==> config.mk <==
export PLATFORM = sky130hd
export DESIGN_NAME = vga_hs_monitor
export DESIGN_NICKNAME = d
export VERILOG_FILES = /design/src/rtl/vga_hs_monitor.sv
export SDC_FILE = /design/constraint.sdc
export NUM_CORES = 1
export LEC_CHECK = 0
export ABC_CLOCK_PERIOD_IN_PS = 7980
export BUFFER_PORTS_ARGS = -buffer_cell sky130_fd_sc_hd__buf_4
export CORE_MARGIN = 8
export CORE_UTILIZATION = 60
export CTS_BUF_LIST = sky130_fd_sc_hd__clkbuf_16
export DETAILED_ROUTE_END_ITERATION = 16
export PLACE_DENSITY = 0.79
export SYNTH_ARGS = -nofsm -noshare
export SYNTH_HDL_FRONTEND = slang
export SYNTH_SLANG_ARGS = --single-unit
export TNS_END_PERCENT = 5
==> constraint.sdc <==
create_clock -name clk -period 7.98 [get_ports clk]
set_input_delay 0.399 -clock clk [delete_from_list [all_inputs] [get_ports clk]]
set_output_delay 0.399 -clock clk [all_outputs]
set_load 0.02 [all_outputs]
==> src/rtl/vga_hs_monitor.sv <==
`default_nettype none
// ============================================================================
//  Module      : vga_hs_monitor
//  Description : Receive-side HS timing monitor. Synchronises an asynchronous
//                HS input, measures the line period (rising edge to rising
//                edge), the sync pulse width (the shorter of the two phases)
//                and the sync polarity, and reports lock once consecutive
//                line periods agree within a tolerance.
//  Ports       : clk        - system clock
//                rst_n      - synchronous, active-low reset
//                hs_in      - HS input, asynchronous to clk
//                period     - last measured line period in clk cycles
//                pulse_w    - last measured sync pulse width in clk cycles
//                pol        - 1 = active-high sync, 0 = active-low sync
//                meas_valid - 1-clk strobe when period/pulse_w/pol update
//                locked     - line timing is stable
//                lock_lost  - 1-clk strobe when lock is dropped
//  Revision    : 1.0  initial release
// ============================================================================
module vga_hs_monitor #(
    parameter int CNT_W      = 13,
    parameter int LOCK_LINES = 4,
    parameter int TOL        = 2
) (
    input  logic             clk,
    input  logic             rst_n,
    input  logic             hs_in,
    output logic [CNT_W:0]   period,
    output logic [CNT_W-1:0] pulse_w,
    output logic             pol,
    output logic             meas_valid,
    output logic             locked,
    output logic             lock_lost
);

    localparam int              MCNT_W    = $clog2(LOCK_LINES + 1);
    localparam logic [CNT_W-1:0] C_RUN_MAX = '1;
    localparam logic [CNT_W:0]   C_TOL     = (CNT_W + 1)'(TOL);
    localparam logic [MCNT_W-1:0] C_LOCK   = MCNT_W'(LOCK_LINES);

    typedef enum logic [1:0] {
        ST_IDLE   = 2'd0,
        ST_ACQ    = 2'd1,
        ST_LOCKED = 2'd2
    } state_t;

    state_t            r_state;
    logic              r_s1;
    logic              r_s2;
    logic              r_s3;
    logic [CNT_W-1:0]  r_run;
    logic [CNT_W-1:0]  r_high_len;
    logic              r_have_high;
    logic [CNT_W:0]    r_ref;
    logic [MCNT_W-1:0] r_mcnt;

    logic              w_rise;
    logic              w_fall;
    logic              w_edge;
    logic              w_timeout;
    logic              w_measure;
    logic [CNT_W:0]    w_p;
    logic [CNT_W:0]    w_diff;
    logic              w_match;
    logic              w_pol;
    logic [CNT_W-1:0]  w_pw;
    logic [MCNT_W-1:0] w_mcnt_inc;

    assign w_rise = r_s2 & ~r_s3;
    assign w_fall = ~r_s2 & r_s3;
    assign w_edge = w_rise | w_fall;

    // A saturated run counter means the current phase is too long to be a
    // valid line. This takes priority over an edge arriving on the same
    // cycle so that a saturated run is never folded into a measurement.
    assign w_timeout = (r_run == C_RUN_MAX);

    // On a rising edge r_run holds the low-phase length just ended.
    assign w_measure  = w_rise & r_have_high & ~w_timeout;
    assign w_p        = {1'b0, r_high_len} + {1'b0, r_run};
    assign w_diff     = (w_p >= r_ref) ? (w_p - r_ref) : (r_ref - w_p);
    assign w_match    = (w_diff <= C_TOL);
    // Equal phases resolve to active-high.
    assign w_pol      = (r_high_len <= r_run);
    assign w_pw       = w_pol ? r_high_len : r_run;
    assign w_mcnt_inc = r_mcnt + MCNT_W'(1);

    always_ff @(posedge clk) begin
        if (!rst_n) begin
            r_s1        <= 1'b0;
            r_s2        <= 1'b0;
            r_s3        <= 1'b0;
            r_run       <= '0;
            r_high_len  <= '0;
            r_have_high <= 1'b0;
            r_ref       <= '0;
            r_mcnt      <= '0;
            r_state     <= ST_IDLE;
            period      <= '0;
            pulse_w     <= '0;
            pol         <= 1'b0;
            meas_valid  <= 1'b0;
            locked      <= 1'b0;
            lock_lost   <= 1'b0;
        end else begin
            r_s1       <= hs_in;
            r_s2       <= r_s1;
            r_s3       <= r_s2;
            meas_valid <= 1'b0;
            lock_lost  <= 1'b0;

            // Run-length counter: restarts at 1 on every edge, saturates.
            if (w_edge) begin
                r_run <= CNT_W'(1);
            end else if (!w_timeout) begin
                r_run <= r_run + CNT_W'(1);
            end

            if (w_fall) begin
                r_high_len <= r_run;
            end

            if (w_timeout) begin
                // Repeats every saturated cycle; lock_lost only fires on the
                // first one because the state has already left LOCKED.
                r_have_high <= 1'b0;
                r_state     <= ST_IDLE;
                r_mcnt      <= '0;
                period      <= '0;
                pulse_w     <= '0;
                pol         <= 1'b0;
                locked      <= 1'b0;
                lock_lost   <= (r_state == ST_LOCKED);
            end else begin
                if (w_fall) begin
                    r_have_high <= 1'b1;
                end
                if (w_measure) begin
                    period     <= w_p;
                    pulse_w    <= w_pw;
                    pol        <= w_pol;
                    meas_valid <= 1'b1;
                    r_ref      <= w_p;
                    case (r_state)
                        ST_IDLE: begin
                            r_state <= ST_ACQ;
                            r_mcnt  <= '0;
                        end
                        ST_ACQ: begin
                            if (w_match) begin
                                r_mcnt <= w_mcnt_inc;
                                if (w_mcnt_inc == C_LOCK) begin
                                    r_state <= ST_LOCKED;
                                    locked  <= 1'b1;
                                end
                            end else begin
                                r_mcnt <= '0;
                            end
                        end
                        ST_LOCKED: begin
                            if (!w_match) begin
                                r_state   <= ST_ACQ;
                                r_mcnt    <= '0;
                                locked    <= 1'b0;
                                lock_lost <= 1'b1;
                            end
                        end
                        default: begin
                            r_state <= ST_IDLE;
                            r_mcnt  <= '0;
                            locked  <= 1'b0;
                        end
                    endcase
                end
            end
        end
    end

endmodule
`default_nettype wire

Word-level counts from Yosys, hierarchy flattened
Cells that the tools add are included.
Widths: inputs -> output; s select.
{"block": "word_totals", "ram_bits": 0, "latchBits": 0, "n_memories": 0, "regBits": 80, "elab_cells": 69, "rom_bits": 0, "inputBits": 3}
{"block": "op_classes", "n_div": 0, "magnitude_cmp": 3, "n_mul": 0, "n_bitwise": 10, "n_addsub": 5, "n_shift": 0, "n_mux": 20, "n_reduce_logical": 7, "eq_ne": 8}
{"operator": "$sub 14x14->14", "count": 2}
{"operator": "$add 13x13->14", "count": 1}
{"operator": "$ge 14x14->1", "count": 1}
{"operator": "$le 14x2->1 const B", "count": 1}
{"operator": "$mux 14", "count": 1}
{"operator": "$add 13x1->13 const B", "count": 1}
{"operator": "$eq 13x13->1 const B", "count": 1}
{"operator": "$le 13x13->1", "count": 1}
{"operator": "$mux 13", "count": 1}
{"operator": "$mux 1", "count": 10}
{"operator": "$ne 2x2->1 const B", "count": 4}
{"operator": "$mux 2", "count": 3}
{"operator": "$mux 3", "count": 2}
{"operator": "$pmux 2 s3", "count": 1}
{"operator": "$pmux 3 s2", "count": 1}
{"operator": "$not 1->1", "count": 5}
{"operator": "$reduce_and 5->1", "count": 1}
{"operator": "$and 1x1->1", "count": 4}
{"operator": "$reduce_and 2->1", "count": 2}
{"operator": "$reduce_and 4->1", "count": 1}
{"operator": "$reduce_or 2->1", "count": 2}
{"operator": "$add 3x1->3 const B", "count": 1}
{"operator": "$eq 3x3->1 const B", "count": 1}
{"operator": "$pmux 1 s3", "count": 1}
{"operator": "other kinds (4)", "count": 4}

Longest topological paths before layout
{"block": "logic_depth", "ltp_word": 8, "ltp_mapped": 25, "ltp_nobuf": 24}

Worst setup path before layout
OpenSTA, ideal clock, no wires.
{"block": "synth_path", "path_kind": "register to register", "from": "register r_run[2]", "to": "register r_state[0]", "n_path_buf": 1, "required_ps": 7863, "path_slack_ps": 2630, "period_less_slack_ps": 5350, "stages_incl_launch_ff": 25, "arrival_ps": 5233, "path_cell_list": "dfxtp_1 clkbuf_1 inv_1 ha_1 o21bai_1 a21oi_1 o21bai_1 a21o_1 a21oi_1 o21ai_0 a2111oi_0 nor2_1 xor2_1 inv_1 ha_1 a21oi_1 nand2_1 or3_4 o21ai_1 mux4_2 a21oi_1 nand3_1 a2111oi_4 nand3_1 and4b_1"}
{"block": "synth_between", "elab_chain_len": 6, "word_cells_on_any_way": 13, "classes_between": "3 x add/sub; 2 x order compare; 3 x eq/ne; 1 x mux; 2 x bitwise; 2 x reduce/logical"}
{"element": "from (decl)", "line_no": "51", "text": "logic [CNT_W-1:0] r_run;"}
{"element": "from (signal assigned)", "line_no": "116", "text": "r_run <= r_run + CNT_W'(1);"}
{"element": "$add 13x13->14 (*)", "line_no": "80", "text": "assign w_p = {1'b0, r_high_len} + {1'b0, r_run};"}
{"element": "via w_p[12]", "line_no": "62", "text": "logic [CNT_W:0] w_p;"}
{"element": "$sub 14x14->14 / $ge 14x14->1 (equally long branches)", "line_no": "81", "text": "assign w_diff = (w_p >= r_ref) ? (w_p - r_ref) : (r_ref - w_p);"}
{"element": "$mux 14 (*)", "line_no": "81"}
{"element": "$le 14x2->1 (*)", "line_no": "82", "text": "assign w_match = (w_diff <= C_TOL);"}
{"element": "$ne 2x2->1 (no line)"}
{"element": "$reduce_and 4->1 (no line) (*)"}
{"element": "to (signal assigned)", "line_no": "98", "text": "r_state <= ST_IDLE;"}
{"element": "to (signal assigned)", "line_no": "127", "text": "r_state <= ST_IDLE;"}
{"element": "to (signal assigned)", "line_no": "146", "text": "r_state <= ST_ACQ;"}
{"element": "to (decl)", "line_no": "47", "text": "state_t r_state;"}
The timed path passes the listed nets; every way through them passes the cells marked *.
A chain may end at the register's enable or synchronous reset.

Worst setup path after layout
Ends and elaborated chain as after synthesis.

==> flow_summary.json <==
{
  "run_status": "completed",
  "crit_path_start_kind": "flop",
  "ys_seq_elements": 80,
  "initial_core_util_pct": 60.5,
  "die_x_um": 112,
  "synthCells": 677,
  "firstDrtPassIters": 6,
  "cts_tree": "built",
  "layout.nets": 756,
  "gp_congestion": 0.979,
  "netlist_area_um2": 5480,
  "setup_tns_ns": 0,
  "wire_per_inst_um": 16.4,
  "seq_area_frac_synth_pct": 29.2,
  "io_buffers": 33,
  "period_share_pct": 75.7,
  "endpoint_kind": "flop",
  "max_slew.worst_pin.slew_ns": 0.919,
  "synth_edf_count": 0,
  "mostFrequentLayoutCells": "dfxtp_1, nor2_1, inv_1",
  "cts_resized": 0,
  "synth_area_per_cell_um2": 8.10,
  "fp.dieH_um": 112,
  "holdCritPathClass": "in -> reg",
  "vias": 4776,
  "rsz0062_at_grt": "no",
  "critPathArrivalTime_ns": 6.27,
  "core_um2": 9060,
  "synth_ff_type": "dfxtp_1",
  "route.detailed.drc": 0,
  "clock-sinks": 80,
  "boundaryPins": 34,
  "synthArstFlopShare_pct": 0,
  "wirelength_um": 13200,
  "relSlewSlack_pct": 38.7,
  "synth_warnings": 0,
  "design_area_um2": 6050,
  "final_common_cell": "dfxtp_1",
  "antenna_found_initial": 0,
  "final_antenna_net_count": 0,
  "p_per_area_nw_per_um2": 161,
  "cts-buffers-inserted": 9,
  "cellLeakagePower_nw": 2.65,
  "first_iter_violations": 356,
  "final_layout_size_suffix_gt1_share_pct": 9.61,
  "clk_pin_slew_worst_paths_ns": 0.06,
  "h-tree-depth": 3,
  "finClkSkew_ns": 0.00694,
  "holdBufCountCts": 0,
  "synth_cell_type_count": 62,
  "min_period_ns": 6.04,
  "fmaxAchievable_mhz": 166,
  "clock_latency_ns": 0.34,
  "required_ns": 8.21,
  "hold_viol": 0,
  "grt_overflow": 0,
  "ctsLongestPathBuffers": 2,
  "first_global_vias": 4604,
  "cts_root_buf": "clkbuf_16",
  "maxCapViolations": 0,
  "vdd_drop_max_v": 0.000114,
  "dpl_cell_area_um2": 5760,
  "n_antenna_cell": 0,
  "report.final.slew_viol_count": 0,
  "hpwl_um": 9810,
  "rows": 35,
  "nFillCells": 732,
  "cts_setup_buffers": 0,
  "syn_to_final_growth_pct": 10.4,
  "synth_nets": 741,
  "viasPerCell": 5.91,
  "path_max_fanout": 9,
  "setup_viol": 0,
  "die-area_um2": 12500,
  "critical_path_class": "reg -> reg",
  "grt_usage_pct": 21.2,
  "grt_max_degree": 73,
  "grt_pass1_wl_um": 22200
}
[synthesized netlist by cell type, types with 4 or more instances]
library cell,instances,share of area (%)
a211oi_1,4,0.55
a21o_1,8,1.1
a21oi_1,57,5.2
a31oi_1,7,0.80
and2_1,6,0.68
clkbuf_1,26,1.8
dfxtp_1,80,29
ha_1,58,13
inv_1,65,4.4
mux2i_1,32,5.8
nand2_1,31,2.1
nand3_1,19,1.7
nand4_1,9,1.0
nor2_1,72,4.9
nor2b_1,20,2.3
nor3_1,13,1.2
o211ai_1,6,0.82
o21a_1,7,0.96
o21ai_0,54,4.9
o21bai_1,5,0.68
o31ai_1,5,0.68
xnor2_1,24,3.8
xor2_1,7,1.1
[layout make-up]
class                           count  area [um2]  share of cell area [%]
Clock buffer                        9         225                    3.72
Clock inverter                      7        72.6                    1.20
Inverter                           65         244                    4.03
Multi-Input combinational cell    501        3510                    58.0
Sequential cell                    80        1600                    26.5
Tap cell                          111         139                    2.29
Timing Repair Buffer               35         263                    4.34
[flip-flops by register name (all words and copies together), names as in the netlist]
name         cells
r_mcnt           3
r_have_high      1
r_run           13
r_s2             1
locked           1
lock_lost        1
r_state          2
pulse_w         13
r_s3             1
r_ref           14
meas_valid       1
r_s1             1
period          14
pol              1
r_high_len      13
[path summary, 6_finish.rpt]
| kind | slack (ns) | depth (start not counted) | endpoint | from |
|---|---|---|---|---|
| max | 1.94 | 23 | r_state[0] | r_run[2] |
| min reg2reg | 0.44 | 1 | r_s2 | r_s1 |
| min | 0.27 | 2 | r_s1 | hs_in |
| max reg2reg | 1.94 | 23 | r_state[0] | r_run[2] |
[per-stage QoR]
| step | total power [mW] | utilization, % | instances | hold WS (ns) | setup slack, ns |
|---|---|---|---|---|---|
| 6_report | 0.976 | 66.8 | 808 | 0.272 | 1.94 |
| 5_1_grt | 1.01 | 66.8 | 808 | 0.285 | 1.40 |
| 4_1_cts | 0.980 | 66.8 | 808 | 0.269 | 1.98 |
| 3_5_place_dp | 0.570 | 63.5 | 792 | 0.420 | 2.04 |
| 3_3_place_gp | 0.568 | 63.5 | 792 | 0.419 | 2.23 |
| 2_1_floorplan | 0.540 | - | 677 | 0.412 | 2.63 |
[report_power, final]
part / leakage (nW) / total (mW) / internal (mW) / switching, mW
Combinational: 1.86 / 0.156 / 0.0666 / 0.0891
Sequential: 0.646 / 0.407 / 0.403 / 0.00432
Clock: 0.147 / 0.412 / 0.243 / 0.170
Total: 2.65 / 0.976 / 0.712 / 0.263
[critical path, stage by stage (launching register included)]
cell and delay, ns:
dfxtp_1 0.49, inv_1 0.08, ha_1 0.39, o21bai_1 0.10, a21oi_1 0.24, o21bai_1 0.10, a21o_1 0.21, a21oi_1 0.21
o21ai_0 0.14, a2111oi_0 0.41, nor2_1 0.12, xor2_1 0.31, inv_1 0.08, ha_1 0.20, a21oi_1 0.19, nand2_1 0.12
or3_4 0.39, o21ai_1 0.41, mux4_2 0.56, a21oi_1 0.13, nand3_1 0.13, a2111oi_4 0.53, nand3_1 0.18, and4b_1 0.22
[per-layer routing]
layer	up-vias	track usage (%)	share of wire [%]
li1	2375	-	-
met1	2258	25.4	44
met2	119	36.7	50
met3	24	3.79	4.0
met4	0	8.20	2.6
met5	-	0	0
[cells by family after synthesis]
logic type      Yosys count  share of synthesized area, %
compound gates          186                          21.6
xor+xnor                 31                          4.95
mux                      34                          6.46
simple gates            189                          16.5
buf+inv                  96                          6.91
fa+ha+maj                61                          14.3
flops                    80                          29.2
No activity file was read; power rests on OpenSTA's default activity.
